[config.mk]
export PLATFORM = sky130hd
export DESIGN_NAME = barrel_unshift
export DESIGN_NICKNAME = d
export VERILOG_FILES = /design/src/rtl/barrel_unshift.sv
export SDC_FILE = /design/constraint.sdc
export NUM_CORES = 1
export LEC_CHECK = 0
export ABC_AREA = 1
export ABC_CLOCK_PERIOD_IN_PS = 1500
export CORE_UTILIZATION = 49
export DETAILED_ROUTE_END_ITERATION = 10
export GPL_TIMING_DRIVEN = 1
export PLACE_DENSITY = 0.78
export SYNTH_ARGS = -nofsm -noshare
export SYNTH_HDL_FRONTEND = slang
export SYNTH_SLANG_ARGS = --single-unit
[constraint.sdc]
create_clock -name i_clk -period 1.5 [get_ports i_clk]
set_input_delay 0.15 -clock i_clk [delete_from_list [all_inputs] [get_ports i_clk]]
set_output_delay 0.15 -clock i_clk [all_outputs]
set_load 0.05 [all_outputs]
[src/rtl/barrel_unshift.sv]
// Multi-cycle inverse rotator: captures one rotated word, undoes the rotation one
// power-of-two stage per clock, then holds the restored word until the consumer takes it.
module barrel_unshift #(
  parameter int unsigned BIT = 8,
  localparam int unsigned STG = $clog2(BIT)
) (
  input  logic           i_clk,
  input  logic           i_rstn,
  input  logic           i_valid,
  output logic           o_ready,
  input  logic [BIT-1:0] i_data,
  input  logic           sel_left,
  input  logic [STG-1:0] i_shifter,
  output logic           o_valid,
  input  logic           i_ready,
  output logic [BIT-1:0] o_data
);

  localparam int unsigned CNT_W = (STG > 1) ? $clog2(STG) : 1;
  localparam logic [CNT_W-1:0] LAST_STG = CNT_W'(STG - 1);

  typedef enum logic [1:0] {StIdle, StBusy, StDone} state_e;

  state_e           r_state;
  state_e           w_state_nxt;
  logic [BIT-1:0]   r_data;
  logic [STG-1:0]   r_shift;
  logic             r_left;
  logic [CNT_W-1:0] r_cnt;

  logic [BIT-1:0]   w_rr [STG];
  logic [BIT-1:0]   w_rl [STG];
  logic [BIT-1:0]   w_rot;
  logic             w_accept;
  logic             w_last;

  // Fixed-amount rotations for each stage; stage k moves by 2^k.
  for (genvar k = 0; k < STG; k++) begin : g_stage
    localparam int unsigned SH = 1 << k;
    assign w_rr[k] = {r_data[SH-1:0], r_data[BIT-1:SH]};
    assign w_rl[k] = {r_data[BIT-1-SH:0], r_data[BIT-1:BIT-SH]};
  end

  // A word rotated left is restored by rotating right, and vice versa.
  always_comb begin
    w_rot = r_data;
    for (int k = 0; k < STG; k++) begin
      if (r_cnt == CNT_W'(k) && r_shift[k]) begin
        w_rot = r_left ? w_rr[k] : w_rl[k];
      end
    end
  end

  assign w_accept = (r_state == StIdle) && i_valid;
  assign w_last   = (r_cnt == LAST_STG);

  always_ff @(posedge i_clk or negedge i_rstn) begin
    if (!i_rstn) begin
      r_state <= StIdle;
    end else begin
      r_state <= w_state_nxt;
    end
  end

  always_comb begin
    w_state_nxt = r_state;
    unique case (r_state)
      StIdle:  if (i_valid) w_state_nxt = StBusy;
      StBusy:  if (w_last) w_state_nxt = StDone;
      StDone:  if (i_ready) w_state_nxt = StIdle;
      default: w_state_nxt = StIdle;
    endcase
  end

  always_comb begin
    o_ready = 1'b0;
    o_valid = 1'b0;
    unique case (r_state)
      StIdle:  o_ready = 1'b1;
      StBusy:  o_ready = 1'b0;
      StDone:  o_valid = 1'b1;
      default: o_ready = 1'b0;
    endcase
  end

  always_ff @(posedge i_clk or negedge i_rstn) begin
    if (!i_rstn) begin
      r_data  <= '0;
      r_shift <= '0;
      r_left  <= 1'b0;
      r_cnt   <= '0;
    end else if (w_accept) begin
      r_data  <= i_data;
      r_shift <= i_shifter;
      r_left  <= sel_left;
      r_cnt   <= '0;
    end else if (r_state == StBusy) begin
      r_data <= w_rot;
      r_cnt  <= w_last ? '0 : r_cnt + CNT_W'(1);
    end
  end

  assign o_data = r_data;

endmodule

==> impl_results.md, run 1 <==
- Clk slew on worst S/H paths: ~0.10 ns
- IO Pins: 26
- Count of final hold-check violations: 0
- Die area: 2507 um^2
- Max frequency: around 0.75 GHz
- Row count: 17
- Largest net degree at the start of global routing: 18
- Endpoints failing setup: 0
- Ys async rst share: 1.000
- Die X: roughly 50 um
- R2r worst-path depth: 8
- Starting DRT DRC Count: 40
- Lkg Pwr: 0.8320 nW
- Synth Register Bits: 16
- CTS H-tree depth: 1
- Worst slew pin tran: roughly 0.23 ns
- Die Height: 50.07 um
- Mean area per synthesized cell: 6.023 um^2
- TritonCTS clock tree: built
- Setup TNS Final: 0 ns
- Crit-path max FO: 16
- Post-Synth Simple-Gate Area: 0.4409
- XOR/XNOR Fraction of Synth Area: 0
- Layout fillers: 210
- Non-filler cells, final: about 250
- YS warnings: 0
- Pwr dens: approximately 2500 nW/um^2
- Data required, critical path: between 1.5 and 2 ns
- R2R Path Start: r_state[0]
- Num CTS Buffers: 3
- Worst slew margin: 0.8436
- Hold Path Class: input pin to asynchronous set/reset pin
- Post-Syn Instances: ~190
- Period utilisation layout: 0.8873
- Mapped cell area: 1132 um^2
- Net count, final: 235
- Final Power: 3.662 mW
- DR WL/cell: between 10 and 15 um
- Vias: 1189
- Seq/Total Area, Yosys: 0.3536
- Syn Nets: 204
- Final WL: 2697 um
- Worst path slowest cell: dfrtp_1
- Top post-synthesis cells by area: dfrtp_1 35%, nand2_1 27%, nor2_1 9.0%, inv_1 7.6%, o21ai_0 5.7%
- Arrival time worst endpoint: 1.56 ns
- Top-count cell post-synth: nand2_1
- Synth area leader: dfrtp_1
- Core area: roughly 2200 um^2
- Largest stage delay on the critical path: roughly 0.44 ns
- Share of layout cells above drive strength 1: 0.1330
- Proportion of synthesized area in mux cells: 0
- R2R setup slack: ~0.17 ns
- Total Routing Usage GR: 0.2455
- Vias/cell: 4.833
- Root Driver: clkbuf_4
- Reg-to-Reg End: o_data[5]
- Drt pass-1 iters: 5
- Synth Area in Adders: 0
- # clock sinks: 16
- Distinct cells, synth: 15
- HPWL Detailed: a little under 2000 um
- Share of the synthesized area in the top cell type: 0.3536
- RSZ-0062 raised after global routing: no
- Starting Density: 0.5168
- Antenna viol nets, final: 0
- Post-synth EDFFs: 0
- Vias in the first global route: about 1100
- DRC Markers: 0
- Largest family of logic cells by synthesized area: simple AND/OR/NAND/NOR gates
- Hold buffer count at CTS: 0
- Synth Area in Compound Gates: 0.09061
- # Max-Cap Violations: 0
- Slew Viols, Final: 0
- Critical path, cell by cell: nor2_4, nand2_1, nand2_1, o21ai_4, buf_12, nor2_1, nand2_1, nand2_1
- Worst Setup Start Kind: flop
- Max Root-Sink Buffers: 2
- Top cells by count, synth: 81 x nand2_1, 27 x nor2_1, 23 x inv_1, 16 x dfrtp_1, 13 x o21ai_0
- Clk_skew: about 0.0026 ns
- Overflow after GRT: 0
- Crit path top cell by count: nand2_1
- Storage element area: 400.4 um^2
- Status: complete, no violations
- N_diodes: 0
- Crit end category: flop
- Area of the multi-input gates: 609.3 um^2
- Routability cong.: around 0.94
- Tmin final: between 1 and 1.5 ns
- Area grow syn2layout: 31.93%
- Critical path type: flop to flop
- Synth Flop Type: dfrtp_1
- Peak supply drop: 1.389 mV
- Worst-skew pair later-pin latency: 0.29 ns
- Placed cell count: between 200 and 250
- Initial antenna violation count: 0
- First-pass GRT wire length: roughly 4600 um
- IO buf count: 25
[layout by cell type, fill, tap and decap left out]
| master | synthesis | layout |
|---|---|---|
| buf_12 | 0 | 3 |
| clkinvlp_4 | 0 | 1 |
| nand3_4 | 1 | 1 |
| buf_4 | 0 | 14 |
| nor2_4 | 0 | 1 |
| nor2_1 | 27 | 26 |
| nand3_2 | 1 | 1 |
| o21ai_4 | 1 | 1 |
| o22ai_1 | 1 | 1 |
| o21ai_0 | 13 | 13 |
| inv_2 | 2 | 2 |
| nand2_1 | 81 | 81 |
| clkbuf_8 | 0 | 1 |
| inv_1 | 23 | 22 |
| clkdlybuf4s50_1 | 0 | 15 |
| nand3_1 | 12 | 12 |
| dfrtp_1 | 16 | 16 |
| clkbuf_4 | 0 | 3 |
| a21oi_1 | 3 | 3 |
| nand2_2 | 1 | 1 |
[stage by stage]
step                      setup WS, ns    util  instance area (um^2)  hold slack (ns)
after floorplan                0.05972       -                  1140          -0.1456
after detailed placement       0.03982  0.6545                  1434           0.4991
after CTS                      0.05931  0.6710                  1470           0.1772
after global placement          0.1083  0.6545                  1434           0.4750
final                           0.1690  0.6819                  1494           0.1743
after global routing           0.05884  0.6819                  1494           0.2117
[cell families (layout without fill, tap and decap cells)]
logic type,Yosys count,after routing
AO/OA/AOI/OAI,18,18
flip-flops,16,16
buffers and inverters,31,61
AND/OR/NAND/NOR,123,123
[worst max-delay path, delay by kind of cell (launching register included)]
kind                   cells  cell delay [ns]
and+or+nand+nor            6             0.62
DFF                        1             0.44
buffers and inverters      1             0.14
AOI/OAI and AO/OA          1             0.07
[layer usage]
| metal | wire [um] | GRT usage |
|---|---|---|
| met1 | 1208 | 0.3166 |
| met2 | 1350 | 0.4000 |
| met3 | 114 | 0.04012 |
| met4 | 23 | 0.1048 |
| met5 | 0 | 0 |
[area by class of cell]
class | count | share of cell area
multi-input combinational | 141 | 0.4079
tap | 28 | 0.02345
clock buffer | 4 | 0.02429
timing repair buffer | 32 | 0.2111
inverter | 25 | 0.06533
sequential | 16 | 0.2680
[timing repair]
item / CTS / global route
setup buffers: 0 / 1
endpoints found under the setup margin: 0 / 3
gates resized for setup: 0 / 1
endpoints found under the hold margin: 0 / 0
[flip-flops by register name, indices dropped and copies added (netlist names)]
name     count
r_shift      3
r_cnt        2
r_state      2
r_left       1
o_data       8
[power by group]
group | switching, mW | internal [mW] | leakage, nW
clock network | 0.148 | 0.148 | 0.0210
logic | 1.55 | 0.929 | 0.611
registers | 0.243 | 0.643 | 0.200
total | 1.94 | 1.72 | 0.832
[worst max-delay path by stage]
stage | end | start | cells past startpoint
2_1_floorplan | r_state[1] | r_state[1] | 4
3_3_place_gp | o_data[2] | i_valid | 7
3_5_place_dp | o_data[5] | i_valid | 7
4_1_cts | o_data[5] | r_cnt[1] | 7
5_1_grt | o_data[5] | r_cnt[1] | 8
6_report | o_data[5] | r_state[0] | 8
Power figures use the tool's default switching activity.
==> inputs of run 2 (changes only) <==
--- a/config.mk
+++ b/config.mk
@@ -7,7 +7,10 @@
 export LEC_CHECK = 0
 export ABC_AREA = 1
 export ABC_CLOCK_PERIOD_IN_PS = 1500
+export CAP_MARGIN = 20
+export CORE_MARGIN = 1.5
 export CORE_UTILIZATION = 49
+export CTS_CLUSTER_SIZE = 16
 export DETAILED_ROUTE_END_ITERATION = 10
 export GPL_TIMING_DRIVEN = 1
 export PLACE_DENSITY = 0.78
==> run 2 against run 1 <==
  * Combinational power barely moved
  * Core utilization did not move
  * Largest power group unchanged
  * Critical path type unchanged
  * Worst setup slack improved by 0.0081 ns
==> impl_results.md, run 2 (synthesis results as in run 1) <==
- Endpoints failing setup: 0
- Crit-path max FO: 10
- Wl on met1: about 1200 um
- R2r worst-path depth: 8
- Worst-skew pair later-pin latency: just under 0.3 ns
- Sw Pwr: 1.956 mW
- Clk slew on worst S/H paths: about 0.10 ns
- Share of layout cells above drive strength 1: 0.1330
- Crit path top cell by count: nand2_1
- Starting DRT DRC Count: 37
- Hold buffer count at CTS: 0
- DRC Markers: 0
- Tmin final: 1.323 ns
- First-pass GRT wire length: about 4700 um
- Final WL: about 2800 um
- TritonCTS clock tree: built
- Sw frac: 0.5322
- Arrival time worst endpoint: ~1.5 ns
- Max reg flops: 8
- N_diodes: 0
- # clock sinks: 16
- Comb pwr share: 0.681
- Worst slew margin: 0.8317
- Initial antenna violation count: 0
- CP startpoint: r_cnt[1]
- Critical path, cell by cell: inv_2, nand3_4, clkinvlp_4, nand2_1, nand3_1, nand3_1, nand2_1, nand2_1
- Setup TNS Final: 0 ns
- Worst slack at placement: between 0.04 and 0.05 ns
- Drt pass-1 iters: 4
- Vias in the first global route: 1182
- Max frequency: 0.7559 GHz
- Period utilisation layout: 0.8819
- Starting Density: 0.5168
- HPWL Detailed: 2116 um
- DR WL met2: between 1000 and 1500 um
- Antenna viol nets, final: 0
- Die Height: approximately 51 um
- Die area: approximately 2600 um^2
- Hold Path Class: input pin to asynchronous set/reset pin
- Worst Setup EP: o_data[5]
- R2R Path Start: r_cnt[1]
- Lkg Pwr: ~0.83 nW
- Count of final hold-check violations: 0
- Worst slew pin tran: between 0.2 and 0.25 ns
- RSZ-0062 raised after global routing: no
- Slew Viols, Final: 0
- Routability cong.: slightly below 0.9
- IO buf count: 25
- WL met3: 94 um
- Root Driver: clkbuf_4
- Largest stage delay on the critical path: 0.44 ns
- Vias/cell: approximately 5.0
- R2R setup slack: approximately 0.18 ns
- CTS H-tree depth: 1
- Status: complete, no violations
- Overflow after GRT: 0
- Max Root-Sink Buffers: 2
- Vias: 1237
- Die X: approximately 51 um
- Area grow syn2layout: 31.93%
- Highest metal used: met4
- Finished Core Util: 0.6819
- Part of the power in registers: 0.241
- # Max-Cap Violations: 0
- Row count: 17
- Data required, critical path: about 1.7 ns
- Largest net degree at the start of global routing: 18
- DR WL/cell: approximately 11 um
- Critical path type: flop to flop
- Commonest non-fill, non-tap cells in the layout: 81 x nand2_1, 26 x nor2_1, 22 x inv_1
- Core area: about 2200 um^2
- Num CTS Buffers: 3
- Reg-to-Reg End: o_data[5]
- Pwr dens: roughly 2500 nW/um^2
- Clk_skew: 0.009827 ns
- Worst path slowest cell: dfrtp_1
- Worst Setup Start Kind: flop
- Total Routing Usage GR: 0.2314
- IO Pins: 26
- Clock share of power: 0.078
- PnR worst setup slack: around 0.18 ns
- Cell Int Power: around 1.7 mW
- Most common cell after layout, fill and taps aside: nand2_1
- Crit end category: flop
- Net count, final: between 200 and 250
- Peak supply drop: between 1 and 1.5 mV
## run 2: worst min path at each step
stage	from	end	depth (start not counted)
global placement	i_rstn	r_state[1]	2
global route	i_rstn	r_shift[2]	2
floorplan	i_rstn	o_data[0]	0
CTS	i_rstn	r_shift[2]	2
finish	i_rstn	r_shift[2]	2
detailed placement	i_rstn	r_state[1]	2
## run 2: power by group through the flow
| stage | clock (mW) | sequential (mW) | combinational (mW) |
|---|---|---|---|
| detailed placement | 0 | 0.887 | 2.38 |
| global placement | 0 | 0.881 | 2.30 |
| global route | 0.303 | 0.910 | 2.81 |
| CTS | 0.296 | 0.878 | 2.38 |
| floorplan | 0 | 1.16 | 1.45 |
| finish | 0.288 | 0.886 | 2.50 |
## run 2: area by class of cell
type                       instances  area, um^2
tap                               28       35.03
clock buffer                       4       36.28
inverter                          25       97.59
sequential                        16       400.4
multi-input combinational        141       609.3
timing repair buffer              32       315.3
fill                             201       696.9
## run 2: stage by stage
step | cells | power [mW] | hold slack, ns | area [um^2]
floorplan | 188 | 2.615 | -0.1456 | 1140
global placement | 241 | 3.184 | 0.4881 | 1434
detailed placement | 241 | 3.266 | 0.4891 | 1434
CTS | 245 | 3.558 | 0.1702 | 1470
global route | 246 | 4.019 | 0.2018 | 1494
finish | 246 | 3.676 | 0.1647 | 1494
## run 2: worst max-delay path, delay by kind of cell (launching register included)
kind / cells / cell delay, ns
and+or+nand+nor: 6 / 0.49
DFF: 1 / 0.44
buffers and inverters: 2 / 0.30
## run 2: timing repair
| action | 4_1_cts | 5_1_grt |
|---|---|---|
| setup buffers | 0 | 1 |
| endpoints found under the setup margin | 0 | 6 |
| gates resized for setup | 0 | 1 |
## run 2: per-layer routing
| layer | global-route usage | vias up |
|---|---|---|
| li1 | - | 631 |
| met1 | 0.2693 | 562 |
| met2 | 0.4372 | 38 |
| met3 | 0.02047 | 6 |
| met4 | 0.08108 | 0 |
| met5 | 0 | - |
